==> src/rtl/id_ex_stage_if.sv <==
// ID/EX boundary bundle: decoded ID-stage inputs, EX-stage register outputs,
// stall request and stall-bubble counter.
interface id_ex_stage_if #(
  parameter int CNT_W = 16
);
  logic             id_valid;
  logic             id_reg_dst;
  logic             id_alu_src;
  logic             id_mem_to_reg;
  logic             id_reg_write;
  logic             id_mem_read;
  logic             id_mem_write;
  logic             id_branch;
  logic             id_jump;
  logic             id_sign_zero;
  logic [1:0]       id_alu_op;
  logic [31:0]      id_pc4;
  logic [31:0]      id_rs_data;
  logic [31:0]      id_rt_data;
  logic [15:0]      id_imm;
  logic [4:0]       id_rs;
  logic [4:0]       id_rt;
  logic [4:0]       id_rd;
  logic [5:0]       id_funct;
  logic             flush;

  logic             ex_valid;
  logic             ex_reg_dst;
  logic             ex_alu_src;
  logic             ex_mem_to_reg;
  logic             ex_reg_write;
  logic             ex_mem_read;
  logic             ex_mem_write;
  logic             ex_branch;
  logic             ex_jump;
  logic             ex_sign_zero;
  logic [1:0]       ex_alu_op;
  logic [31:0]      ex_pc4;
  logic [31:0]      ex_rs_data;
  logic [31:0]      ex_rt_data;
  logic [31:0]      ex_imm32;
  logic [4:0]       ex_rs;
  logic [4:0]       ex_rt;
  logic [4:0]       ex_rd;
  logic [5:0]       ex_funct;
  logic             stall;
  logic [CNT_W-1:0] stall_cnt;

  modport master (
    output id_valid, id_reg_dst, id_alu_src, id_mem_to_reg, id_reg_write,
           id_mem_read, id_mem_write, id_branch, id_jump, id_sign_zero,
           id_alu_op, id_pc4, id_rs_data, id_rt_data, id_imm, id_rs, id_rt,
           id_rd, id_funct, flush,
    input  ex_valid, ex_reg_dst, ex_alu_src, ex_mem_to_reg, ex_reg_write,
           ex_mem_read, ex_mem_write, ex_branch, ex_jump, ex_sign_zero,
           ex_alu_op, ex_pc4, ex_rs_data, ex_rt_data, ex_imm32, ex_rs, ex_rt,
           ex_rd, ex_funct, stall, stall_cnt
  );

  modport slave (
    input  id_valid, id_reg_dst, id_alu_src, id_mem_to_reg, id_reg_write,
           id_mem_read, id_mem_write, id_branch, id_jump, id_sign_zero,
           id_alu_op, id_pc4, id_rs_data, id_rt_data, id_imm, id_rs, id_rt,
           id_rd, id_funct, flush,
    output ex_valid, ex_reg_dst, ex_alu_src, ex_mem_to_reg, ex_reg_write,
           ex_mem_read, ex_mem_write, ex_branch, ex_jump, ex_sign_zero,
           ex_alu_op, ex_pc4, ex_rs_data, ex_rt_data, ex_imm32, ex_rs, ex_rt,
           ex_rd, ex_funct, stall, stall_cnt
  );
endinterface

==> src/rtl/id_ex_stage.sv <==
// ID/EX pipeline register with immediate extension, load-use hazard
// detection, bubble insertion and a saturating stall-bubble counter.
module id_ex_stage #(
  parameter int CNT_W = 16
) (
  input logic          clk,
  input logic          rst_n,
  id_ex_stage_if.slave bus
);

  typedef struct packed {
    logic        valid;
    logic        reg_dst;
    logic        alu_src;
    logic        mem_to_reg;
    logic        reg_write;
    logic        mem_read;
    logic        mem_write;
    logic        branch;
    logic        jump;
    logic        sign_zero;
    logic [1:0]  alu_op;
    logic [31:0] pc4;
    logic [31:0] rs_data;
    logic [31:0] rt_data;
    logic [31:0] imm32;
    logic [4:0]  rs;
    logic [4:0]  rt;
    logic [4:0]  rd;
    logic [5:0]  funct;
  } ex_bundle_t;

  localparam logic [1:0]       ALU_OP_NOP = 2'b10;
  localparam logic [CNT_W-1:0] CNT_MAX    = {CNT_W{1'b1}};
  localparam logic [CNT_W-1:0] CNT_ONE    = {{(CNT_W-1){1'b0}}, 1'b1};

  function automatic ex_bundle_t bubble_f();
    ex_bundle_t b;
    b        = '0;
    b.alu_op = ALU_OP_NOP;
    return b;
  endfunction

  function automatic logic [31:0] ext_imm_f(input logic [15:0] imm, input logic zero_ext);
    logic [31:0] r;
    if (zero_ext) begin
      r = {16'h0000, imm};
    end else begin
      r = {{16{imm[15]}}, imm};
    end
    return r;
  endfunction

  ex_bundle_t       ex_q, ex_d, cap_s;
  logic [CNT_W-1:0] cnt_q, cnt_d;
  logic             uses_rt_s, hz_s, stall_s;

  // Load-use hazard against the instruction currently in EX; $zero never conflicts.
  always_comb begin
    uses_rt_s = !bus.id_alu_src | bus.id_mem_write;
    hz_s      = ex_q.valid & ex_q.mem_read & (ex_q.rt != 5'd0) & bus.id_valid &
                ((ex_q.rt == bus.id_rs) | (uses_rt_s & (ex_q.rt == bus.id_rt)));
    stall_s   = hz_s & !bus.flush;
  end

  // Raw capture of the ID bundle.
  always_comb begin
    cap_s            = '0;
    cap_s.valid      = bus.id_valid;
    cap_s.reg_dst    = bus.id_reg_dst;
    cap_s.alu_src    = bus.id_alu_src;
    cap_s.mem_to_reg = bus.id_mem_to_reg;
    cap_s.reg_write  = bus.id_reg_write;
    cap_s.mem_read   = bus.id_mem_read;
    cap_s.mem_write  = bus.id_mem_write;
    cap_s.branch     = bus.id_branch;
    cap_s.jump       = bus.id_jump;
    cap_s.sign_zero  = bus.id_sign_zero;
    cap_s.alu_op     = bus.id_alu_op;
    cap_s.pc4        = bus.id_pc4;
    cap_s.rs_data    = bus.id_rs_data;
    cap_s.rt_data    = bus.id_rt_data;
    cap_s.imm32      = ext_imm_f(bus.id_imm, bus.id_sign_zero);
    cap_s.rs         = bus.id_rs;
    cap_s.rt         = bus.id_rt;
    cap_s.rd         = bus.id_rd;
    cap_s.funct      = bus.id_funct;
  end

  // Next EX contents: flush and hazard bubbles win; an invalid slot keeps data but no side effects.
  always_comb begin
    ex_d = cap_s;
    if (bus.flush || hz_s) begin
      ex_d = bubble_f();
    end else if (!bus.id_valid) begin
      ex_d.reg_dst    = 1'b0;
      ex_d.alu_src    = 1'b0;
      ex_d.mem_to_reg = 1'b0;
      ex_d.reg_write  = 1'b0;
      ex_d.mem_read   = 1'b0;
      ex_d.mem_write  = 1'b0;
      ex_d.branch     = 1'b0;
      ex_d.jump       = 1'b0;
      ex_d.sign_zero  = 1'b0;
      ex_d.alu_op     = ALU_OP_NOP;
    end else begin
      ex_d = cap_s;
    end
  end

  // Saturating count of load-use bubbles (flush bubbles excluded via stall_s).
  always_comb begin
    if (stall_s && (cnt_q != CNT_MAX)) begin
      cnt_d = cnt_q + CNT_ONE;
    end else begin
      cnt_d = cnt_q;
    end
  end

  // Pipeline and counter state.
  always_ff @(posedge clk or negedge rst_n) begin
    if (!rst_n) begin
      ex_q  <= bubble_f();
      cnt_q <= '0;
    end else begin
      ex_q  <= ex_d;
      cnt_q <= cnt_d;
    end
  end

  assign bus.ex_valid      = ex_q.valid;
  assign bus.ex_reg_dst    = ex_q.reg_dst;
  assign bus.ex_alu_src    = ex_q.alu_src;
  assign bus.ex_mem_to_reg = ex_q.mem_to_reg;
  assign bus.ex_reg_write  = ex_q.reg_write;
  assign bus.ex_mem_read   = ex_q.mem_read;
  assign bus.ex_mem_write  = ex_q.mem_write;
  assign bus.ex_branch     = ex_q.branch;
  assign bus.ex_jump       = ex_q.jump;
  assign bus.ex_sign_zero  = ex_q.sign_zero;
  assign bus.ex_alu_op     = ex_q.alu_op;
  assign bus.ex_pc4        = ex_q.pc4;
  assign bus.ex_rs_data    = ex_q.rs_data;
  assign bus.ex_rt_data    = ex_q.rt_data;
  assign bus.ex_imm32      = ex_q.imm32;
  assign bus.ex_rs         = ex_q.rs;
  assign bus.ex_rt         = ex_q.rt;
  assign bus.ex_rd         = ex_q.rd;
  assign bus.ex_funct      = ex_q.funct;
  assign bus.stall         = stall_s;
  assign bus.stall_cnt     = cnt_q;

endmodule

==> src/flat_wrapper.sv <==
// flat-port wrapper written by rule: the top's interface ports become plain ports
module id_ex_stage_flat 
#(
  parameter int CNT_W = 16
)
  (clk, rst_n, bus_id_valid, bus_id_reg_dst, bus_id_alu_src, bus_id_mem_to_reg, bus_id_reg_write, bus_id_mem_read, bus_id_mem_write, bus_id_branch, bus_id_jump, bus_id_sign_zero, bus_id_alu_op, bus_id_pc4, bus_id_rs_data, bus_id_rt_data, bus_id_imm, bus_id_rs, bus_id_rt, bus_id_rd, bus_id_funct, bus_flush, bus_ex_valid, bus_ex_reg_dst, bus_ex_alu_src, bus_ex_mem_to_reg, bus_ex_reg_write, bus_ex_mem_read, bus_ex_mem_write, bus_ex_branch, bus_ex_jump, bus_ex_sign_zero, bus_ex_alu_op, bus_ex_pc4, bus_ex_rs_data, bus_ex_rt_data, bus_ex_imm32, bus_ex_rs, bus_ex_rt, bus_ex_rd, bus_ex_funct, bus_stall, bus_stall_cnt);
  id_ex_stage_if #(.CNT_W(CNT_W)) bus_i ();
  input logic clk;
  input logic rst_n;
  input wire logic [$bits(bus_i.id_valid)-1:0] bus_id_valid;
  input wire logic [$bits(bus_i.id_reg_dst)-1:0] bus_id_reg_dst;
  input wire logic [$bits(bus_i.id_alu_src)-1:0] bus_id_alu_src;
  input wire logic [$bits(bus_i.id_mem_to_reg)-1:0] bus_id_mem_to_reg;
  input wire logic [$bits(bus_i.id_reg_write)-1:0] bus_id_reg_write;
  input wire logic [$bits(bus_i.id_mem_read)-1:0] bus_id_mem_read;
  input wire logic [$bits(bus_i.id_mem_write)-1:0] bus_id_mem_write;
  input wire logic [$bits(bus_i.id_branch)-1:0] bus_id_branch;
  input wire logic [$bits(bus_i.id_jump)-1:0] bus_id_jump;
  input wire logic [$bits(bus_i.id_sign_zero)-1:0] bus_id_sign_zero;
  input wire logic [$bits(bus_i.id_alu_op)-1:0] bus_id_alu_op;
  input wire logic [$bits(bus_i.id_pc4)-1:0] bus_id_pc4;
  input wire logic [$bits(bus_i.id_rs_data)-1:0] bus_id_rs_data;
  input wire logic [$bits(bus_i.id_rt_data)-1:0] bus_id_rt_data;
  input wire logic [$bits(bus_i.id_imm)-1:0] bus_id_imm;
  input wire logic [$bits(bus_i.id_rs)-1:0] bus_id_rs;
  input wire logic [$bits(bus_i.id_rt)-1:0] bus_id_rt;
  input wire logic [$bits(bus_i.id_rd)-1:0] bus_id_rd;
  input wire logic [$bits(bus_i.id_funct)-1:0] bus_id_funct;
  input wire logic [$bits(bus_i.flush)-1:0] bus_flush;
  output wire logic [$bits(bus_i.ex_valid)-1:0] bus_ex_valid;
  output wire logic [$bits(bus_i.ex_reg_dst)-1:0] bus_ex_reg_dst;
  output wire logic [$bits(bus_i.ex_alu_src)-1:0] bus_ex_alu_src;
  output wire logic [$bits(bus_i.ex_mem_to_reg)-1:0] bus_ex_mem_to_reg;
  output wire logic [$bits(bus_i.ex_reg_write)-1:0] bus_ex_reg_write;
  output wire logic [$bits(bus_i.ex_mem_read)-1:0] bus_ex_mem_read;
  output wire logic [$bits(bus_i.ex_mem_write)-1:0] bus_ex_mem_write;
  output wire logic [$bits(bus_i.ex_branch)-1:0] bus_ex_branch;
  output wire logic [$bits(bus_i.ex_jump)-1:0] bus_ex_jump;
  output wire logic [$bits(bus_i.ex_sign_zero)-1:0] bus_ex_sign_zero;
  output wire logic [$bits(bus_i.ex_alu_op)-1:0] bus_ex_alu_op;
  output wire logic [$bits(bus_i.ex_pc4)-1:0] bus_ex_pc4;
  output wire logic [$bits(bus_i.ex_rs_data)-1:0] bus_ex_rs_data;
  output wire logic [$bits(bus_i.ex_rt_data)-1:0] bus_ex_rt_data;
  output wire logic [$bits(bus_i.ex_imm32)-1:0] bus_ex_imm32;
  output wire logic [$bits(bus_i.ex_rs)-1:0] bus_ex_rs;
  output wire logic [$bits(bus_i.ex_rt)-1:0] bus_ex_rt;
  output wire logic [$bits(bus_i.ex_rd)-1:0] bus_ex_rd;
  output wire logic [$bits(bus_i.ex_funct)-1:0] bus_ex_funct;
  output wire logic [$bits(bus_i.stall)-1:0] bus_stall;
  output wire logic [$bits(bus_i.stall_cnt)-1:0] bus_stall_cnt;
  assign bus_i.id_valid = bus_id_valid;
  assign bus_i.id_reg_dst = bus_id_reg_dst;
  assign bus_i.id_alu_src = bus_id_alu_src;
  assign bus_i.id_mem_to_reg = bus_id_mem_to_reg;
  assign bus_i.id_reg_write = bus_id_reg_write;
  assign bus_i.id_mem_read = bus_id_mem_read;
  assign bus_i.id_mem_write = bus_id_mem_write;
  assign bus_i.id_branch = bus_id_branch;
  assign bus_i.id_jump = bus_id_jump;
  assign bus_i.id_sign_zero = bus_id_sign_zero;
  assign bus_i.id_alu_op = bus_id_alu_op;
  assign bus_i.id_pc4 = bus_id_pc4;
  assign bus_i.id_rs_data = bus_id_rs_data;
  assign bus_i.id_rt_data = bus_id_rt_data;
  assign bus_i.id_imm = bus_id_imm;
  assign bus_i.id_rs = bus_id_rs;
  assign bus_i.id_rt = bus_id_rt;
  assign bus_i.id_rd = bus_id_rd;
  assign bus_i.id_funct = bus_id_funct;
  assign bus_i.flush = bus_flush;
  assign bus_ex_valid = bus_i.ex_valid;
  assign bus_ex_reg_dst = bus_i.ex_reg_dst;
  assign bus_ex_alu_src = bus_i.ex_alu_src;
  assign bus_ex_mem_to_reg = bus_i.ex_mem_to_reg;
  assign bus_ex_reg_write = bus_i.ex_reg_write;
  assign bus_ex_mem_read = bus_i.ex_mem_read;
  assign bus_ex_mem_write = bus_i.ex_mem_write;
  assign bus_ex_branch = bus_i.ex_branch;
  assign bus_ex_jump = bus_i.ex_jump;
  assign bus_ex_sign_zero = bus_i.ex_sign_zero;
  assign bus_ex_alu_op = bus_i.ex_alu_op;
  assign bus_ex_pc4 = bus_i.ex_pc4;
  assign bus_ex_rs_data = bus_i.ex_rs_data;
  assign bus_ex_rt_data = bus_i.ex_rt_data;
  assign bus_ex_imm32 = bus_i.ex_imm32;
  assign bus_ex_rs = bus_i.ex_rs;
  assign bus_ex_rt = bus_i.ex_rt;
  assign bus_ex_rd = bus_i.ex_rd;
  assign bus_ex_funct = bus_i.ex_funct;
  assign bus_stall = bus_i.stall;
  assign bus_stall_cnt = bus_i.stall_cnt;
  id_ex_stage #(.CNT_W(CNT_W)) u_core (.clk(clk), .rst_n(rst_n), .bus(bus_i));
endmodule
==> config.mk <==
export PLATFORM = sky130hd
export DESIGN_NAME = id_ex_stage_flat
export DESIGN_NICKNAME = d
export VERILOG_FILES = /design/src/rtl/id_ex_stage_if.sv /design/src/rtl/id_ex_stage.sv /design/src/flat_wrapper.sv
export SDC_FILE = /design/constraint.sdc
export NUM_CORES = 1
export LEC_CHECK = 0
export BUFFER_PORTS_ARGS = -buffer_cell sky130_fd_sc_hd__buf_2
export CORE_AREA = 2 2 128 130
export CTS_CLUSTER_SIZE = 8
export DETAILED_ROUTE_END_ITERATION = 6
export DIE_AREA = 0 0 130 132
export GPL_TIMING_DRIVEN = 0
export PLACE_DENSITY_LB_ADDON = 0.15
export SLEW_MARGIN = 10
export SYNTH_ARGS = -nofsm -noshare
export SYNTH_HDL_FRONTEND = slang
export SYNTH_SLANG_ARGS = --single-unit
==> constraint.sdc <==
create_clock -name clk -period 4.64 [get_ports clk]
set_input_delay 0.928 -clock clk [delete_from_list [all_inputs] [get_ports clk]]
set_output_delay 0.928 -clock clk [all_outputs]
set_load 0.02 [all_outputs]
# Word-level counts from Yosys, hierarchy flattened
# Index checks and enable logic that the tools add are counted.
# word_totals
regBits	177
latch_bits	0
mem_bits_rw	0
rom_bits	0
inputBits	148
output_inout_bits	178
mem_count	0
# classes
n_addsub	1
multipliers	0
div	0
magnitude_cmp	0
eq_ne	3
shifts	0
mux	3
bitwise	8
n_reduce_logical	5
# op_table
operator	n
161-bit 2-to-1 mux	1
32-bit 2-to-1 mux	1
16-bit by 1-bit adder with 16-bit output (second input constant)	1
16-bit != test (second input constant)	1
11-bit 2-to-1 mux	1
5-bit equality test	2
1-bit bitwise AND	6
5-bit nonzero test	1
1-bit zero test	2
1-bit OR	2
1-bit logical AND	1
1-bit logical OR	1

# Depth between registers and ports, before layout
# depth
ltp_word	7
mapped_depth	7
ltp_nobuf	6

# Worst setup path before layout
# Ideal clock, no wire load.
# synth_timing
path_kind	input port to output port
start	input bus_id_rt[1]
end	output bus_stall
arrival_time_ns	2.044
required_ns	3.712
setup_slack_ns	1.668
stages	5
path_buffers	1
cell_sequence	xnor2_1 > nand4_1 > o22ai_1 > clkbuf_1 > and2_1
# synth_between
elab_chain_len	5
# synth_lines
item	line_no	rtl
start, declared	flat_wrapper.sv:26	input wire logic [$bits(bus_i.id_rt)-1:0] bus_id_rt;
5-bit equality test	id_ex_stage.sv:62	((ex_q.rt == bus.id_rs) | (uses_rt_s & (ex_q.rt == bus.id_rt)));
1-bit bitwise AND	id_ex_stage.sv:62	
1-bit OR	id_ex_stage.sv:62	
1-bit bitwise AND	id_ex_stage.sv:61	hz_s = ex_q.valid & ex_q.mem_read & (ex_q.rt != 5'd0) & bus.id_valid &
1-bit bitwise AND	id_ex_stage.sv:63	stall_s = hz_s & !bus.flush;
end, declared	flat_wrapper.sv:49	output wire logic [$bits(bus_i.stall)-1:0] bus_stall;
# No other way between the ends.

# Worst setup path after layout
# layout_timing
start	input bus_id_rt[2]
end	output bus_stall
# Same word-level chain as after synthesis.

==> metrics.txt <==
Netlist cell types 33; Placement Cell Area 0.007690 mm2; vias in the first global route 4397; LEAKAGE 4.589 nW; design area 0.008294 mm2; syn nets 571; first-pass GRT wire length 23290 um; critical path's slowest cell o22ai_1; # rows 46; unrepaired setup endpoints after global routing false; most frequent cells in the layout 327 x buf_2, 161 x dfrtp_1, 135 x and2_1, 22 x xnor2_1, 17 x clkbuf_16; CP most frequent cell buf_2; H-tree Lvls 4; layout cells sized above 1 50.38%; post-route ant nets 0; commonest non-fill, non-tap cell in the layout buf_2; Fin Setup TNS 0 ns; Clk Latency, worst-skew pair 0.42 ns; Mapped Cells 422; skew final 0.009221 ns; CORE AREA 0.01571 mm2; worst reg2reg setup slack 2.30 ns; Initial DRC Count 189; Ports 326; Avg Cell Area, Syn 13.64 um2; TritonCTS clock tree built; CTS root buffer clkbuf_16; WL per Instance 15.25 um; Post-synth EDFFs 0; final hold violations 0; area of the multi-input gates 0.001486 mm2; Port Buf Inserts 325; FF+latch count, synth 162; RR Startpoint u_core.bus.ex_rt[0]; CTS clock-pin slew for the worst setup and hold paths 0.06 ns; DRC Markers 0; critical path class input port to output pin; Primary FF master, synth dfrtp_1; Worst IR Drop VDD 0.2345 mV; delay-heaviest family, CP compound AO/OA/AOI/OAI gates; Final Critical Period 3.585 ns; die width 130 um; Slew @ Worst Pin 0.7016 ns; required time of the critical path 3.71 ns; register area share after synthesis 70.46%; final worst-path cycle share 77.26%; chip height 132 um; CP peak stage delay 0.58 ns; DP HPWL 11790 um; Initial DRT Pass Iterations 4; Hold Crit Class input port to async pin; Worst EP arrival 2.66 ns; DIE AREA 0.01716 mm2; Worst Reg-to-Reg Cells 7; synth warn 0; nets 916; hold buffers post-CTS 0; asr flop ratio synth 100.0%; Buf/Inv on CP 3; setup bufs post-CTS 0; Cell Pwr Density 391.2 mW/mm2; total CTS buffers 17; Final Max Slew Viols 0; post-synthesis cell area 0.005756 mm2; All-Layer GR Usage 17.91%; worst-path cell chain buf_2 > xnor2_1 > o21ai_0 > o22ai_1 > clkbuf_1 > and2_1 > buf_2; initial antenna violation count 2; status complete, no violations; Max-cap violations 0; Finish-stage setup viols 0; critical path capture point type output pin; vias per cell 4.293; R2R Path End u_core.bus.ex_reg_dst; Slew HR 53.23%; largest net degree at the start of global routing 85; Fill cells 1430; Util after Layout 52.79%; RePlAce Congestion 0.7806; initial core utilization 36.63%; Resized cells post-CTS 0; clk buf depth 2; achievable frequency 279.0 MHz; Startpoint Class input port; via count 4284; Crit Path Max Fanout 10; gr ovfl total 0; Clock Sinks 162; Layout area overhead 44.11%; Sequential Area 0.004055 mm2; wirelength, routed 15220 um
worst max path at each step:
stage,startpoint,endpoint,slack [ns],cells past startpoint
finish,bus_id_rt[2],bus_stall,1.06,7
global route,bus_id_rt[4],bus_stall,0.92,7
CTS,bus_id_rt[1],bus_stall,1.09,7
detailed placement,bus_id_rt[1],bus_stall,1.08,7
global placement,rst_n,u_core.bus.ex_imm32[0],0.34,1
floorplan,bus_id_rt[1],bus_stall,1.67,5
through the flow:
step	setup slack, ns	total power [mW]	hold WS [ns]	instances
2_1_floorplan	1.668	1.691	0.5993	422
3_3_place_gp	0.3367	1.869	0.4809	963
3_5_place_dp	1.083	1.879	0.4863	964
4_1_cts	1.089	3.288	0.4942	996
5_1_grt	0.9161	3.388	0.5205	996
6_report	1.055	3.245	0.4744	998
kinds of logic after synthesis:
logic type	count (synthesis)	synth area share (%)
AND/OR/NAND/NOR	190	20.67
flip-flops	162	70.46
buffers and inverters	36	3.717
XOR/XNOR	22	3.348
AO/OA/AOI/OAI	7	0.8043
multiplexers	4	0.7826
adder cells (fa/ha/maj)	1	0.2174
layout make-up:
cell class / instances / area share (%)
inverters: 2 / 0.09051
diodes: 2 / 0.06034
flip-flops and latches: 162 / 48.89
clock buffers: 22 / 5.717
clock inverters: 10 / 1.509
plain buffers: 34 / 2.489
well taps: 216 / 3.258
multi-input cells: 224 / 17.92
repair buffers: 326 / 20.06
where the power goes:
| part | internal [mW] | leakage [nW] | total, mW | switching (mW) |
|---|---|---|---|---|
| registers | 1.48 | 2.11 | 1.50 | 0.0198 |
| logic | 0.143 | 2.18 | 0.350 | 0.207 |
| clock network | 0.843 | 0.297 | 1.40 | 0.556 |
| total | 2.46 | 4.59 | 3.24 | 0.783 |
Yosys cell counts, types with 3 or more instances:
master,count,area [um2]
dfrtp_1,161,4029
and2_1,135,844.6
xnor2_1,22,192.7
buf_4,16,120.1
clkbuf_2,12,60.06
and3_1,11,68.82
nand3_1,8,40.04
nand4_1,6,37.54
nand2_1,5,18.77
mux2_2,4,45.04
nor3_1,4,20.02
nor4b_1,4,35.03
buf_2,3,15.01
clkbuf_1,3,11.26
nand3b_1,3,22.52
nor2_1,3,11.26
o21ai_0,3,15.01
per-layer routing:
metal	routed length [um]	global-route usage (%)	part of all wire (%)
met5	13	0	0.085
met4	250	5.974	1.6
met3	1463	7.427	9.6
met2	7946	31.50	52
met1	5545	19.29	36
No activity file was read; power rests on OpenSTA's default activity.
